[config.mk]
export PLATFORM = sky130hd
export DESIGN_NAME = instr_fetch_unit
export DESIGN_NICKNAME = d
export VERILOG_FILES = /design/src/rtl/cpu_pkg.sv /design/src/rtl/pc_next_logic.sv /design/src/rtl/instr_fetch_unit.sv
export SDC_FILE = /design/constraint.sdc
export NUM_CORES = 1
export LEC_CHECK = 0
export CAP_MARGIN = 10
export CORE_MARGIN = 2
export CORE_UTILIZATION = 31
export DETAILED_ROUTE_END_ITERATION = 10
export PLACE_DENSITY = 0.71
export SLEW_MARGIN = 20
export SYNTH_ARGS = -nofsm -noshare
export SYNTH_HDL_FRONTEND = slang
export SYNTH_HIERARCHICAL = 1
export SYNTH_SLANG_ARGS = --single-unit
[constraint.sdc]
create_clock -name clk -period 4 [get_ports clk]
set_input_delay 0.8 -clock clk [delete_from_list [all_inputs] [get_ports clk]]
set_output_delay 0.8 -clock clk [all_outputs]
set_load 0.005 [all_outputs]
[src/rtl/cpu_pkg.sv]
// Shared CPU definitions: opcode encodings, fetch FSM states, datapath widths.
package cpu_pkg;

    localparam int unsigned INSTR_W = 32;

    localparam logic [6:0] OP_R    = 7'b0110011;
    localparam logic [6:0] OP_I    = 7'b0010011;
    localparam logic [6:0] OP_LOAD = 7'b0000011;
    localparam logic [6:0] OP_S    = 7'b0100011;
    localparam logic [6:0] OP_B    = 7'b1100011;

    typedef enum logic [1:0] {
        FETCH,
        WAIT,
        HOLD,
        HALT
    } fetch_state_t;

endpackage

[src/rtl/pc_next_logic.sv]
// Next-PC selection: sequential pc+4 (wrapping) or taken-branch target,
// plus a flag for a target that is not 4-byte aligned.
module pc_next_logic #(
    parameter int unsigned ADDR_W = 32
) (
    input  logic [ADDR_W-1:0] pc,
    input  logic              branch_taken,
    input  logic [ADDR_W-1:0] branch_target,
    output logic [ADDR_W-1:0] nxt,
    output logic              misaligned
);

    // Select the successor address and flag misalignment.
    always_comb begin
        nxt        = branch_taken ? branch_target : (pc + ADDR_W'(4));
        misaligned = (nxt[1:0] != 2'b00);
    end

endmodule

[src/rtl/instr_fetch_unit.sv]
// Non-pipelined fetch stage: owns the PC, issues one imem read per
// instruction, holds the returned word until execute retires it.
module instr_fetch_unit
    import cpu_pkg::*;
#(
    parameter int unsigned          ADDR_W   = 32,
    parameter logic [ADDR_W-1:0]    RESET_PC = '0
) (
    input  logic               clk,
    input  logic               rst,
    output logic               imem_req,
    output logic [ADDR_W-1:0]  imem_addr,
    input  logic               imem_rvalid,
    input  logic [INSTR_W-1:0] imem_rdata,
    output logic [INSTR_W-1:0] instr,
    output logic [ADDR_W-1:0]  pc,
    output logic [6:0]         op,
    output logic [2:0]         funct3,
    output logic               instr_valid,
    input  logic               instr_ready,
    input  logic               branch_taken,
    input  logic [ADDR_W-1:0]  branch_target,
    output logic               misalign_err,
    output logic [31:0]        retire_count
);

    fetch_state_t      state;
    fetch_state_t      state_nxt;
    logic              retire;
    logic [ADDR_W-1:0] nxt_pc;
    logic              nxt_misaligned;
    logic [31:0]       retire_cnt;

    pc_next_logic #(
        .ADDR_W (ADDR_W)
    ) u_pc_next (
        .pc            (pc),
        .branch_taken  (branch_taken),
        .branch_target (branch_target),
        .nxt           (nxt_pc),
        .misaligned    (nxt_misaligned)
    );

    // State register.
    always_ff @(posedge clk or posedge rst) begin
        if (rst) begin
            state <= FETCH;
        end else begin
            state <= state_nxt;
        end
    end

    // Next-state, request strobe and retire decode.
    always_comb begin
        state_nxt = state;
        imem_req  = 1'b0;
        retire    = 1'b0;
        unique case (state)
            FETCH: begin
                // Reset state is FETCH; gating with rst keeps the strobe low
                // while reset is held so no request escapes during reset.
                imem_req  = !rst;
                state_nxt = WAIT;
            end
            WAIT: begin
                if (imem_rvalid) begin
                    state_nxt = HOLD;
                end
            end
            HOLD: begin
                if (instr_ready) begin
                    retire    = 1'b1;
                    state_nxt = nxt_misaligned ? HALT : FETCH;
                end
            end
            HALT: begin
                state_nxt = HALT;
            end
            default: begin
                state_nxt = HALT;
            end
        endcase
    end

    // PC, instruction register, valid flag, error flag and retire counter.
    always_ff @(posedge clk or posedge rst) begin
        if (rst) begin
            pc           <= RESET_PC;
            instr        <= '0;
            instr_valid  <= 1'b0;
            misalign_err <= 1'b0;
            retire_cnt   <= '0;
        end else begin
            instr_valid <= (state_nxt == HOLD);
            if (state == WAIT && imem_rvalid) begin
                instr <= imem_rdata;
            end
            if (retire) begin
                retire_cnt <= retire_cnt + 32'd1;
                if (nxt_misaligned) begin
                    misalign_err <= 1'b1;
                end else begin
                    pc <= nxt_pc;
                end
            end
        end
    end

    assign imem_addr    = pc;
    assign op           = instr[6:0];
    assign funct3       = instr[14:12];
    assign retire_count = retire_cnt;

endmodule
==> run_results.csv, run 1 <==
group,metric,value,unit
pwr,power,4.45,mW
setup_path,end_kind,"output port",
timing,maxSlewHeadroom,0.426,
drt,dr.pass1.iters,4,
pwr,pwr_density_cell,582,nW/µm²
setup_path,critical-path-top-delay-family,"buffers and inverters",
synth,syn_area_per_cell,10.9,µm²
pwr,p_int,3.16,mW
die,die_w,135,µm
place,portBuffers,209,
clock_tree,cts_inserted_buffers,9,
clock_tree,post-cts-setup-buffer-count,0,
setup_path,max_stage_delay,0.54,ns
timing,tightest_slew,0.860,ns
clock_tree,ctsResizeCount,0,
setup_path,cp.depth,3,
timing,finalCritPeriodShare,0.693,
timing,fin_skew,0.00965,ns
die,ios,210,
setup_path,crit_buf_inv,2,
synth,synth_cells,486,
die,start_util,0.319,
global_route,grt_max_degree,59,
clock_tree,clock_insertion_delay_worst_skew,0.35,ns
drt,vias,4279,
die,core-area,16700,µm²
timing,rsz0062_at_grt,"false",
pwr,clkPwrFrac,0.214,
pwr,p_sw,1.30,mW
min_path,holdPathStages,1,
clock_tree,root_buffer,"clkbuf_16",
finish,final_cell_mix,"clkdlybuf4s50_1 (209), dfrtp_1 (100), mux2_2 (67), nand2_1 (39), nor2_1 (30)",
synth,syn-num-nets,557,
global_route,grt_pass1_wl,22400,µm
finish,fin_nets,719,
clock_tree,cts.clk_slew.worst_paths,0.07,ns
clock_tree,tritoncts,"done",
pwr,combPwrFrac,0.397,
synth,synth_cell_types,40,
synth,synthArstFlopShare,1.00,
timing,setup_ws,1.23,ns
clock_tree,htree_levels,3,
timing,fin_tns_setup,0,ns
timing,fmax,361,MHz
drt,ant_nets,0,
setup_path,worstRegToRegCells,5,
setup_path,worstPathRequired,3.20,ns
finish,drive_above_1_share,0.158,
setup_path,slowest_stage,"clkdlybuf4s50_1",
synth,synth_edf_count,0,
setup_path,startpoint_type,"primary input",
drt,drt_wl_total,13500,µm
place,place_ws,0.886,ns
pwr,p_leak,3.17,nW
timing,drv_slew,0,
timing,min_period,2.77,ns
clock_tree,cts.sinks,100,
synth,synth_area,5320,µm²
finish,diodes,0,
outcome,status,"complete, no violations",
synth,ys_seq_area_frac,0.470,
synth,ys_seq_elements,100,
pwr,pwr-share-seq,0.389,
global_route,grt_pass1_vias,4356,
timing,hold_violations,0,
finish,final_common_cell,"clkdlybuf4s50_1",
die,dieArea,18200,µm²
global_route,grtUsageTotal,0.152,
min_path,worstHoldPathType,"flip-flop to flip-flop",
die,num_rows,47,
place,place.gp.congestion,0.758,
clock_tree,cts_hold_buf,0,
synth,ys_warn_count,6,
drt,avgViaCountPerCell,4.90,
setup_path,r2r_slack,1.64,ns
setup_path,cp_cell_sequence,"clkdlybuf4s50_1 > nor3_1 > clkdlybuf4s50_1",
drt,wire_per_inst,15.5,µm
setup_path,crit_type,"primary input to output port",
setup_path,crit_fanout,2,
die,die_y,135,µm
run,cap_violations,0,
timing,finalSetupViolCount,0,
global_route,antenna_found_initial,0,
place,dp_hpwl,9910,µm
synth,ys.flop_type,"dfrtp_1",
pwr,switching_share,0.291,
pwr,ir_worst_vdd,0.000365,V
finish,area_delta_synth_final,43.6,%
setup_path,cp_common_cell,"clkdlybuf4s50_1",
clock_tree,clockBufferDepth,2,
drt,drcViolationCount,0,
setup_path,crit_arrival,1.97,ns
drt,drt_iter0_markers,185,
global_route,grt-ovfl-total,0,
-- path summary, 6_finish.rpt --
| path | from | end |
|---|---|---|
| max | rst | imem_req |
| min | misalign_err$_DFFE_PP0P_ | misalign_err$_DFFE_PP0P_ |
| max reg2reg | imem_addr[5]$_DFFE_PP0P_ | imem_addr[31]$_DFFE_PP0P_ |
| min reg2reg | misalign_err$_DFFE_PP0P_ | misalign_err$_DFFE_PP0P_ |
| max in group asynchronous | rst | retire_count[16]$_DFFE_PP0P_ |
| min in group asynchronous | rst | state[1]$_DFF_PP0_ |
-- metrics by stage --
stage | std cells | hold slack (ns) | area (µm²) | util
finish | 873 | 0.474 | 7640 | 0.458
global route | 873 | 0.498 | 7640 | 0.458
detailed placement | 857 | 0.456 | 7320 | 0.438
floorplan | 486 | 0.451 | 5320 | -
CTS | 873 | 0.477 | 7640 | 0.458
global placement | 857 | 0.439 | 7320 | 0.438
-- power groups by stage --
| stage | logic [mW] | registers (mW) | clock network, mW |
|---|---|---|---|
| finish | 1.77 | 1.73 | 0.955 |
| detailed placement | 1.78 | 1.74 | 0 |
| CTS | 1.79 | 1.73 | 0.991 |
| floorplan | 0.831 | 1.68 | 0 |
| global placement | 1.76 | 1.72 | 0 |
| global route | 1.91 | 1.80 | 1.03 |
-- sequential cells by signal, indices dropped and copies added (netlist names) --
register	count
state	2
retire_count	32
instr_valid	1
misalign_err	1
imem_addr	32
instr	32
-- cell usage after synthesis (10+ instances only) --
| cell | instances | area share |
|---|---|---|
| clkbuf_1 | 10 | 0.0071 |
| buf_4 | 42 | 0.059 |
| mux2_2 | 67 | 0.14 |
| nor2_1 | 31 | 0.022 |
| dfrtp_1 | 100 | 0.47 |
| a31oi_1 | 14 | 0.016 |
| o31ai_1 | 12 | 0.017 |
| xnor2_1 | 21 | 0.035 |
| nand2_1 | 39 | 0.028 |
| o21ai_0 | 14 | 0.013 |
| nand3_1 | 20 | 0.019 |
| xor2_1 | 21 | 0.035 |
| nand4_1 | 13 | 0.015 |
| or4_1 | 14 | 0.020 |
-- logic make-up after synthesis --
logic type                 after synthesis  synth area share
and+or+nand+nor                        157             0.171
DFF                                    100             0.470
buffers and inverters                   69            0.0846
muxes                                   67             0.142
AOI/OAI and AO/OA                       49            0.0581
xor gates and xnor gates                42            0.0691
adders and majority gates                2           0.00470
-- metal layers --
metal,GRT usage,up-vias,wire [µm]
li1,-,2009,-
met3,0.0559,9,1020
met4,0.0318,0,122
met2,0.250,151,6530
met1,0.192,2110,5850
met5,0,-,0
-- cell type report --
| type | instances | area, µm² |
|---|---|---|
| clock inverter | 5 | 82.6 |
| timing repair buffer | 213 | 2130 |
| clock buffer | 11 | 243 |
| fill | 1546 | 9060 |
| inverter | 7 | 28.8 |
| multi-input combinational | 317 | 2380 |
| sequential | 100 | 2500 |
| tap | 220 | 275 |
No activity file was read; power rests on OpenSTA's default activity.
==> run 2, diff against run 1 <==
Clock period 4 ns to 2.6 ns, I/O delays scaled along.
==> run 2 against run 1 <==
- sequential power up 54%
- count of clock-buffer cells in the layout down 1
- cell count up 0.80%
- first-iteration DRC count up 12%
- core utilization up 0.28 points
- clock skew down 0.0016 ns
==> run_results.csv, run 2 (same netlist as run 1, synthesis figures left out) <==
group,metric,value,unit
timing,setup_ws,0.370,ns
run,cap_violations,0,
drt,vias,4248,
setup_path,worstPathRequired,2.08,ns
setup_path,cp_cell_sequence,"clkdlybuf4s50_1 > nor3_1 > clkdlybuf4s50_1",
setup_path,cp_common_cell,"clkdlybuf4s50_1",
finish,diodes,0,
setup_path,max_stage_delay,0.54,ns
global_route,grt_pass1_vias,4188,
place,dp_hpwl,10300,µm
clock_tree,cts_hold_buf,0,
setup_path,crit_arrival,1.71,ns
die,dieArea,18200,µm²
setup_path,worstRegToRegCells,6,
pwr,pwr_density_cell,882,nW/µm²
pwr,p_leak,3.20,nW
setup_path,crit_type,"primary input to output port",
finish,final_common_cell,"clkdlybuf4s50_1",
place,place_ws,0.0175,ns
setup_path,crit_fanout,2,
setup_path,slowest_stage,"clkdlybuf4s50_1",
finish,fillers,1526,
outcome,status,"complete, no violations",
timing,maxSlewHeadroom,0.623,
drt,avgViaCountPerCell,4.83,
die,num_rows,47,
clock_tree,cts.clk_slew.worst_paths,0.07,ns
die,ios,210,
clock_tree,clockBufferDepth,2,
timing,finalSetupViolCount,0,
finish,final_cell_mix,"clkdlybuf4s50_1 (209), dfrtp_1 (100), mux2_2 (67), nand2_1 (39), nor2_1 (30)",
setup_path,end_kind,"output port",
clock_tree,tritoncts,"done",
clock_tree,cts.sinks,100,
clock_tree,root_buffer,"clkbuf_16",
die,core-area,16700,µm²
timing,fin_tns_setup,0,ns
global_route,antenna_found_initial,0,
drt,wire_per_inst,15.6,µm
finish,fin_nets,727,
pwr,ir_worst_vdd,0.000630,V
drt,ant_nets,0,
timing,rsz0062_at_grt,"false",
setup_path,startpoint_type,"primary input",
min_path,worstHoldPathType,"primary input to async pin",
global_route,grt_pass1_wl,22000,µm
global_route,grtUsageTotal,0.151,
timing,fmax,448,MHz
place,portBuffers,209,
timing,hold_violations,0,
timing,fin_skew,0.00804,ns
setup_path,r2r_slack,0.38,ns
finish,multi_input_area,2380,µm²
clock_tree,cts_inserted_buffers,9,
finish,drive_above_1_share,0.168,
clock_tree,post-cts-setup-buffer-count,0,
drt,drcViolationCount,0,
die,die_y,135,µm
finish,utilization,0.460,
drt,drt_iter0_markers,207,
die,start_util,0.319,
timing,finalCritPeriodShare,0.858,
setup_path,r2r_end,"imem_addr[30]$_DFFE_PP0P_",
die,die_w,135,µm
timing,min_period,2.23,ns
place,place.gp.congestion,0.794,
timing,drv_slew,0,
clock_tree,htree_levels,3,
clock_tree,clock_insertion_delay_worst_skew,0.34,ns
timing,holdWs,0.440,ns
finish,final_cells,880,
timing,tightest_slew,0.565,ns
finish,area_delta_synth_final,44.5,%
place,placed_cells,865,
clock_tree,ctsResizeCount,0,
global_route,grt_max_degree,97,
global_route,grt-ovfl-total,0,
drt,drt_wl_total,13700,µm
finish,register_area,2500,µm²
setup_path,r2r_start,"imem_addr[2]$_DFFE_PP0P_",
drt,dr.pass1.iters,4,
## run 2: how the worst max path moves through the flow
| stage | from | endpoint | slack, ns | cells past startpoint |
|---|---|---|---|---|
| after global placement | branch_taken | imem_addr[30]$_DFFE_PP0P_ | 0.06 | 6 |
| after CTS | rst | imem_req | 0.36 | 3 |
| after detailed placement | branch_taken | imem_addr[13]$_DFFE_PP0P_ | 0.02 | 6 |
| after floorplan | branch_taken | imem_addr[0]$_DFFE_PP0P_ | 0.51 | 5 |
| final | rst | imem_req | 0.37 | 3 |
| after global routing | imem_addr[2]$_DFFE_PP0P_ | imem_addr[30]$_DFFE_PP0P_ | 0.24 | 6 |
## run 2: report_power, final
part | switching (mW) | internal (mW)
clock network | 0.588 | 0.773
logic | 0.813 | 1.94
registers | 0.606 | 2.06
## run 2: cell type report
cell class | instances | share of cell area
clock inverter | 5 | 0.00781
tap | 220 | 0.0358
inverter | 7 | 0.00390
multi-input combinational | 317 | 0.309
timing repair buffer | 221 | 0.287
clock buffer | 10 | 0.0311
sequential | 100 | 0.325
## run 2: worst max-delay path, delay by kind of cell
kind,cells,cell delay (ns)
and+or+nand+nor,1,0.20
buffers and inverters,2,0.99
## run 2: stage by stage
step                power (mW)  instance area [µm²]
finish                    6.78                 7690
global route              7.23                 7690
CTS                       6.89                 7690
detailed placement        5.48                 7390
global placement          5.40                 7390
floorplan                 3.87                 5330
## run 2: routing by layer
metal / wire [µm] / up-vias / global-route usage
met5: 0 / - / 0
met4: 138 / 0 / 0.0399
met3: 1070 / 10 / 0.0499
met2: 6950 / 147 / 0.255
met1: 5570 / 2075 / 0.186
li1: - / 2016 / -
